### config.mk
export PLATFORM = sky130hd
export DESIGN_NAME = seg7_display_ctrl
export DESIGN_NICKNAME = d
export VERILOG_FILES = /design/src/rtl/seg7_pkg.sv /design/src/rtl/seg7_hex_decode.sv /design/src/rtl/seg7_display_ctrl.sv
export SDC_FILE = /design/constraint.sdc
export NUM_CORES = 1
export LEC_CHECK = 0
export CORE_MARGIN = 4
export CORE_UTILIZATION = 30
export CTS_CLUSTER_DIAMETER = 30
export DETAILED_ROUTE_END_ITERATION = 16
export HOLD_SLACK_MARGIN = 0.02
export SYNTH_ARGS = -nofsm -noshare
export SYNTH_HDL_FRONTEND = slang
export SYNTH_SLANG_ARGS = --single-unit
### constraint.sdc
create_clock -name clk -period 2.1 [get_ports clk]
set_input_delay 0.42 -clock clk [delete_from_list [all_inputs] [get_ports clk]]
set_output_delay 0.42 -clock clk [all_outputs]
set_load 0.1 [all_outputs]
### src/rtl/seg7_pkg.sv
// rtl/seg7_pkg.sv - shared segment constants for the hex seven-segment controller
package seg7_pkg;

  localparam int SEG_W = 7;

  localparam logic [SEG_W-1:0] SEG_BLANK = 7'h00;

  // Active-high gfedcba patterns, indexed by nibble value (entry 0 is rightmost)
  localparam logic [15:0][SEG_W-1:0] SEG_TABLE = {
    7'h71, 7'h79, 7'h5E, 7'h39, 7'h7C, 7'h77, 7'h6F, 7'h7F,
    7'h07, 7'h7D, 7'h6D, 7'h66, 7'h4F, 7'h5B, 7'h06, 7'h3F
  };

endpackage

### src/rtl/seg7_hex_decode.sv
// rtl/seg7_hex_decode.sv - nibble to seven-segment pattern with blanking and polarity
module seg7_hex_decode
  import seg7_pkg::*;
#(
  parameter int ACTIVE_LOW = 1
) (
  input  logic [3:0]       nibble,
  input  logic             blank,
  output logic [SEG_W-1:0] seg
);

  logic [SEG_W-1:0] lit;

  always_comb begin
    lit = blank ? SEG_BLANK : SEG_TABLE[nibble];
    seg = (ACTIVE_LOW != 0) ? ~lit : lit;
  end

endmodule

### src/rtl/seg7_display_ctrl.sv
// rtl/seg7_display_ctrl.sv - write-masked hex display with zero suppression, blink and scan
module seg7_display_ctrl
  import seg7_pkg::*;
#(
  parameter int NUM_DIGITS = 8,
  parameter int ACTIVE_LOW = 1,
  parameter int SCAN_DIV   = 1000,
  parameter int BLINK_DIV  = 500000
) (
  input  logic                        clk,
  input  logic                        rst_n,
  input  logic                        wr_en,
  input  logic [4*NUM_DIGITS-1:0]     wr_data,
  input  logic [NUM_DIGITS-1:0]       wr_mask,
  input  logic                        lz_suppress,
  input  logic [NUM_DIGITS-1:0]       blink_mask,
  output logic                        wr_ack,
  output logic [SEG_W*NUM_DIGITS-1:0] seg_o,
  output logic [SEG_W-1:0]            seg_mux_o,
  output logic [NUM_DIGITS-1:0]       dig_sel_o
);

  localparam int SCAN_W  = $clog2(SCAN_DIV);
  localparam int BLINK_W = $clog2(BLINK_DIV);
  localparam logic [SEG_W-1:0] SEG_ZERO = (ACTIVE_LOW != 0) ? ~SEG_TABLE[0] : SEG_TABLE[0];

  logic [4*NUM_DIGITS-1:0]              value_q;
  logic [BLINK_W-1:0]                   blink_cnt;
  logic                                 blink_phase;
  logic [SCAN_W-1:0]                    scan_cnt;
  logic                                 scan_wrap;
  logic [NUM_DIGITS-1:0]                sel_next;
  logic [NUM_DIGITS-1:0]                blank;
  logic                                 zero_run;
  logic [NUM_DIGITS-1:0][SEG_W-1:0]     pattern;
  logic [SEG_W-1:0]                     mux_next;

  always_ff @(posedge clk or negedge rst_n) begin
    if (!rst_n) begin
      value_q <= '0;
      wr_ack  <= 1'b0;
    end else begin
      wr_ack <= wr_en;
      for (int i = 0; i < NUM_DIGITS; i++) begin
        if (wr_en && wr_mask[i]) value_q[4*i +: 4] <= wr_data[4*i +: 4];
      end
    end
  end

  // A digit is a leading zero when it and every more-significant digit are zero
  always_comb begin
    zero_run = 1'b1;
    blank    = '0;
    for (int i = NUM_DIGITS - 1; i >= 0; i--) begin
      zero_run = zero_run & (value_q[4*i +: 4] == 4'h0);
      blank[i] = (lz_suppress && (i > 0) && zero_run) || (!blink_phase && blink_mask[i]);
    end
  end

  for (genvar g = 0; g < NUM_DIGITS; g++) begin : g_dec
    seg7_hex_decode #(.ACTIVE_LOW(ACTIVE_LOW)) u_dec (
      .nibble (value_q[4*g +: 4]),
      .blank  (blank[g]),
      .seg    (pattern[g])
    );
  end

  always_ff @(posedge clk or negedge rst_n) begin
    if (!rst_n) begin
      blink_cnt   <= '0;
      blink_phase <= 1'b1;
    end else if (blink_cnt == BLINK_W'(BLINK_DIV - 1)) begin
      blink_cnt   <= '0;
      blink_phase <= ~blink_phase;
    end else begin
      blink_cnt <= blink_cnt + 1'b1;
    end
  end

  // The shift pair degenerates to a hold when there is a single digit
  always_comb begin
    scan_wrap = (scan_cnt == SCAN_W'(SCAN_DIV - 1));
    sel_next  = scan_wrap ? ((dig_sel_o << 1) | (dig_sel_o >> (NUM_DIGITS - 1))) : dig_sel_o;
    mux_next  = '0;
    for (int i = 0; i < NUM_DIGITS; i++) begin
      if (sel_next[i]) mux_next = mux_next | pattern[i];
    end
  end

  // seg_mux_o is loaded from the digit about to be selected so both registers move together
  always_ff @(posedge clk or negedge rst_n) begin
    if (!rst_n) begin
      scan_cnt  <= '0;
      dig_sel_o <= NUM_DIGITS'(1);
      seg_o     <= {NUM_DIGITS{SEG_ZERO}};
      seg_mux_o <= SEG_ZERO;
    end else begin
      scan_cnt  <= scan_wrap ? '0 : scan_cnt + 1'b1;
      dig_sel_o <= sel_next;
      seg_o     <= pattern;
      seg_mux_o <= mux_next;
    end
  end

endmodule

# Word-level counts from Yosys, hierarchy flattened
# Memory sizes are Yosys's and may differ from the RTL's.
# Index checks and enable logic that the tools add are counted.
# op_classes
addsub,2
magnitude_cmp,8
n_eq_ne,2
muxes,27
bitwise,23
n_reduce_logical,38
# op_table
operator,count
$mux W7,24
$not A7 Y7,8
$or A7 B7 Y7,7
$lt A4 B5 Y1 const B,8
$logic_not A4 Y1,7
$logic_and A1 B1 Y1,23
$add A19 B1 Y19 const B,1
$eq A19 B19 Y1 const B,1
$mux W19,1
$add A10 B1 Y10 const B,1
$eq A10 B10 Y1 const B,1
$mux W10,1
$mux W8,1
$or A8 B1 Y8,1
$logic_or A1 B1 Y1,7
$and A1 B1 Y1,6
$logic_not A1 Y1,1
$not A1 Y1,1
# totals
reg_bits,134
rom_bits,896
in_bits,52
elab_cells,123
n_memories,8
# memory_table
name,words,word_bits,read_ports,rd_ports_with_merged_regs,write_ports,line,source
(no name shown),16,7,1,0,0,seg7_hex_decode.sv:15,lit = blank ? SEG_BLANK : SEG_TABLE[nibble];
(no name shown),16,7,1,0,0,seg7_hex_decode.sv:15,
(no name shown),16,7,1,0,0,seg7_hex_decode.sv:15,
(no name shown),16,7,1,0,0,seg7_hex_decode.sv:15,
(no name shown),16,7,1,0,0,seg7_hex_decode.sv:15,
(no name shown),16,7,1,0,0,seg7_hex_decode.sv:15,
2 more memories,--,--,--,--,--,--,

# Longest topological paths before layout
# Gate-level depths: netlist (run 1).
# depth
ltp_word,25
depth_mapped,8
depth_no_buf,8

# Modules after synthesis
# A second synthesis (run 1) with hierarchy kept.
# hier_totals
hier_cells,691
area_unflattened_um2,7667.4
# modules_own_cells
mod,n_inst,cells_per_inst,area_per_inst_um2,seq_area_each_um2
seg7_display_ctrl,1,427,5560.3,3367.0
seg7_hex_decode (g_dec[2].u_dec ...),6,33,264.0,0.0
seg7_hex_decode (g_dec[0].u_dec ...),2,33,261.5,0.0

# Worst setup path after synthesis (run 1)
# OpenSTA, ideal clock, no wires.
# synth_timing
path_kind,register to register
from,register scan_cnt[0]
to,register seg_mux_o[5]
setup_ps,134
t_arrival_ps,1983
required_time_ps,1966
slack_ps,-17
path_stages_with_launch,8
n_path_buf,0
period_less_slack_ps,2117
path_cell_list,dfrtp_1 ha_1 nand4b_1 nor3b_4 mux2_4 a222oi_1 and3_1 nand4_1
# synth_rtl
item,line,source
from (decl),seg7_display_ctrl.sv:30,logic [SCAN_W-1:0] scan_cnt;
from (signal assigned),seg7_display_ctrl.sv:98,scan_cnt <= scan_wrap ? '0 : scan_cnt + 1'b1;
$eq A10 B10 Y1 (*),seg7_display_ctrl.sv:82,scan_wrap = (scan_cnt == SCAN_W'(SCAN_DIV - 1));
$mux W8 (*),seg7_display_ctrl.sv:83,sel_next = scan_wrap ? ((dig_sel_o << 1) | (dig_sel_o >> (NUM_DIGITS - 1))) : dig_sel_o;
named net sel_next[5],seg7_display_ctrl.sv:32,logic [NUM_DIGITS-1:0] sel_next;
$mux W7 (*),seg7_display_ctrl.sv:86,if (sel_next[i]) mux_next = mux_next | pattern[i];
$or A7 B7 Y7,seg7_display_ctrl.sv:86,
$mux W7 (*),seg7_display_ctrl.sv:86,
$or A7 B7 Y7,seg7_display_ctrl.sv:86,
$mux W7 (*),seg7_display_ctrl.sv:86,
named net mux_next[5],seg7_display_ctrl.sv:36,logic [SEG_W-1:0] mux_next;
to (signal assigned),seg7_display_ctrl.sv:101,seg_mux_o <= mux_next;
to (decl),seg7_display_ctrl.sv:19,"output logic [SEG_W-1:0] seg_mux_o,"
# Mark *: on every way through the listed nets, which the timed path passes. The rest lies on a longest branch.
# A chain may end at the register's enable or synchronous reset.

# Worst setup path after layout (run 1)
# layout_timing
from,register scan_cnt[1]
to,register seg_mux_o[5]
# Same word-level chain as after synthesis.

==> impl_metrics.py, run 1 <==
metrics = {
    "status": {
        "outcome": "complete, but fails checks",
        "failed_checks": "negative setup slack",
    },
    "floorplan": {
        "dieWidth_um": 163,
        "core_sq_mm": 0.0235,
        "pin_count": 124,
        "num_rows": 56,
        "dieArea_sq_mm": 0.0265,
        "die_y_um": 163,
        "start_util_pct": 30.6,
    },
    "setup_path": {
        "worstPathArrival_ns": 2.56,
        "crit_type": "reg2reg",
        "endpoint_kind": "flip-flop",
        "critPathRequiredTime_ns": 2.39,
        "start_kind": "flip-flop",
        "cp_max_fo": 5,
        "rrSetupSlack_ns": -0.17,
    },
    "drt": {
        "drt_iter0_drc": 483,
        "wl_per_cell_um": 17.3,
        "drt_pass1_iterations": 7,
        "finalWirelength_um": 21400,
        "vias": 6045,
        "drc": 0,
        "viasPerCell": 4.86,
        "postRouteAntennaNets": 0,
    },
    "yosys": {
        "synth_nets": 732,
        "avgSynthCellArea_sq_um": 11.2,
        "yosys.cell_count.top_type": "dfrtp_1",
        "ys.flop_type": "dfrtp_1",
        "yosys_warnings": 0,
        "yosys.area.top_type": "dfrtp_1",
        "synth_top_area_share_pct": 42.9,
        "netlist_instances": 638,
        "ys_top_cells_by_area": "dfrtp_1 43%, ha_1 7.3%, mux2_2 6.4%",
        "synth_common_cells": "123 x dfrtp_1, 54 x nand2_1, 42 x ha_1",
        "synth-edff-count": 0,
        "synth_cell_types": 73,
        "synth_seq_cells": 134,
        "async_reset_ff_share_pct": 100,
        "synth-seq-area-share_pct": 46.9,
        "netlist_area_sq_mm": 0.00718,
    },
    "sta": {
        "hold_viol": 0,
        "setup-violations-final": 7,
        "tightestPinTransition_ns": 0.674,
        "fmaxAchievable_mhz": 441,
        "hold_slack_ns": 0.477,
        "skew_ns": 0.00824,
        "rsz0062_at_grt": "true",
        "layout_min_cycle_time_ns": 2.27,
        "max_slew_margin_pct": 54.6,
        "period_share_pct": 108,
        "slew_viol_final": 0,
        "layout_setup_ws_ns": -0.167,
    },
    "finish": {
        "register_area_sq_mm": 0.00337,
        "areaGrowthSynthToFinish_pct": 47.3,
        "layout.nets": 1005,
        "multiInputGateArea_sq_mm": 0.00365,
        "drive_gt1_share_pct": 39.8,
        "fillers": 2176,
        "n_antenna_cell": 0,
        "final_util_pct": 45.0,
    },
    "global_route": {
        "gr-total-overflow": 0,
        "grt.total_usage_pct": 16.3,
        "antenna_found_initial": 0,
        "grt_pass1_vias": 6174,
        "grt_pass1_wl_um": 33600,
        "grt_max_degree": 50,
    },
    "power_and_ir_drop": {
        "vdd_ir_drop_max_mv": 0.626,
        "p_seq_share_pct": 31.1,
        "swShare_pct": 39.0,
        "power_leakage_uw": 0.00475,
        "p_int_uw": 5960,
        "power_density_mw_per_mm2": 924,
        "clockPowerShare_pct": 31.2,
        "p_comb_share_pct": 37.6,
        "power.switching_uw": 3800,
    },
    "place": {
        "hpwl_um": 16300,
        "gp_congestion": 0.886,
        "io_buffers": 123,
    },
    "clocking": {
        "cts_tree": "built",
        "cts.sinks": 134,
        "h-tree-depth": 4,
        "path_clk_slew_ns": 0.06,
        "cts-root-buf": "clkbuf_16",
        "clock_latency_ns": 0.42,
        "numCtsBuffers": 17,
        "cts_max_path_buffers": 2,
    },
    "worst_hold_path": {
        "hp-class": "in2async",
    },
    "run": {
        "cap_violations": 0,
    },
}
-- layout by cell type (no fill, tap or decap), types with 6 or more instances in the layout --
cell / synthesis / routed
buf_12: 0 / 13
a22oi_2: 1 / 6
o311ai_0: 10 / 7
o311ai_1: 4 / 6
xnor2_1: 12 / 12
nand4_1: 11 / 11
nand2_1: 54 / 53
xor2_1: 12 / 12
nand2b_1: 13 / 12
o21ai_0: 15 / 15
inv_1: 40 / 36
mux2_2: 41 / 41
clkdlybuf4s50_1: 0 / 50
o211ai_1: 22 / 22
dfrtp_1: 123 / 123
buf_4: 1 / 209
nor2b_1: 12 / 12
buf_6: 3 / 6
nor3_1: 6 / 6
inv_6: 0 / 6
nand3_1: 23 / 23
dfstp_2: 11 / 11
a22oi_1: 14 / 9
mux2i_1: 12 / 12
clkbuf_16: 0 / 17
a222oi_1: 7 / 7
nor2_1: 39 / 38
ha_1: 42 / 36
-- power by group through the flow --
| stage | clock (uW) | sequential, uW | combinational [uW] |
|---|---|---|---|
| finish | 3050 | 3040 | 3670 |
| global route | 3240 | 3080 | 3880 |
| CTS | 3110 | 3040 | 3640 |
| detailed placement | 0 | 3080 | 3580 |
| global placement | 0 | 3090 | 3580 |
| floorplan | 0 | 4330 | 976 |
-- critical path, stage by stage, from the launching register on --
cell	delay, ns
dfrtp_1	0.36
ha_2	0.19
nand4b_1	0.17
nor3b_4	0.24
buf_6	0.16
mux2_4	0.34
a222oi_1	0.31
and3_1	0.26
nand4_1	0.11
-- logic make-up after synthesis --
logic type | count (synthesis) | share of synthesized area [%]
AOI/OAI and AO/OA | 120 | 14.0
xor gates and xnor gates | 24 | 2.93
adders and majority gates | 42 | 7.32
buffers and inverters | 66 | 4.10
DFF | 134 | 46.9
muxes | 63 | 10.6
and+or+nand+nor | 189 | 14.1
-- flip-flops by register name (all words and copies together), names as in the netlist --
name / cells
value_q: 32
wr_ack: 1
seg_o: 56
blink_cnt: 19
scan_cnt: 10
dig_sel_o: 8
seg_mux_o: 7
blink_phase: 1
-- cell type report --
class / count / share of cell area, %
multi-input combinational: 438 / 34.5
sequential: 134 / 31.8
timing repair buffer: 279 / 22.8
clock buffer: 17 / 4.02
tap: 319 / 3.78
clock inverter: 15 / 1.61
inverter: 41 / 1.46
-- worst paths after layout --
check | startpoint | endpoint | cells after the start
worst max-delay path | scan_cnt[1] | seg_mux_o[5] | 8
worst min-delay path | rst_n | blink_cnt[3] | 2
worst max register to register | scan_cnt[1] | seg_mux_o[5] | 8
worst min register to register | blink_cnt[0] | blink_cnt[0] | 1
max in group asynchronous | rst_n | seg_o[41] | 3
min in group clk | blink_cnt[0] | blink_cnt[0] | 1
-- per-layer routing --
layer / track usage (%) / up-vias / part of all wire (%)
met1: 22.5 / 2913 / 46
met5: 0 / - / 0
met2: 24.8 / 208 / 45
met4: 6.63 / 0 / 3.3
li1: - / 2882 / -
met3: 3.72 / 42 / 5.7
-- repair_timing --
item,in CTS,in global routing
buffers inserted,8,3
hold buffers,1,0
pin swaps,14,13
gates resized for setup,22,16
setup endpoints to repair,11,13
hold endpoints to repair,41,0
-- stage by stage --
step,setup TNS [ns],power [uW],setup slack (ns),cell area [sq um],instances
after floorplan,-0.0169,5310,-0.0169,7180,638
after global placement,-4.52,6670,-0.313,9730,1199
after detailed placement,-6.17,6660,-0.370,9730,1199
after CTS,-0.436,9790,-0.124,10500,1240
after global routing,-1.14,10200,-0.221,10600,1243
final,-0.601,9760,-0.167,10600,1243
(Power assumes the default switching activity.)
==> inputs of run 2 (changes only) <==
ABC_AREA = 0   (was default)
==> results of run 2 <==
The final DEF is identical to that of run 1; final timing and power are the same.
==> inputs of run 3 (changes only) <==
SLEW_MARGIN = 15   (was default)
==> results of run 3 <==
The final DEF is identical to that of run 1; final timing and power are the same.
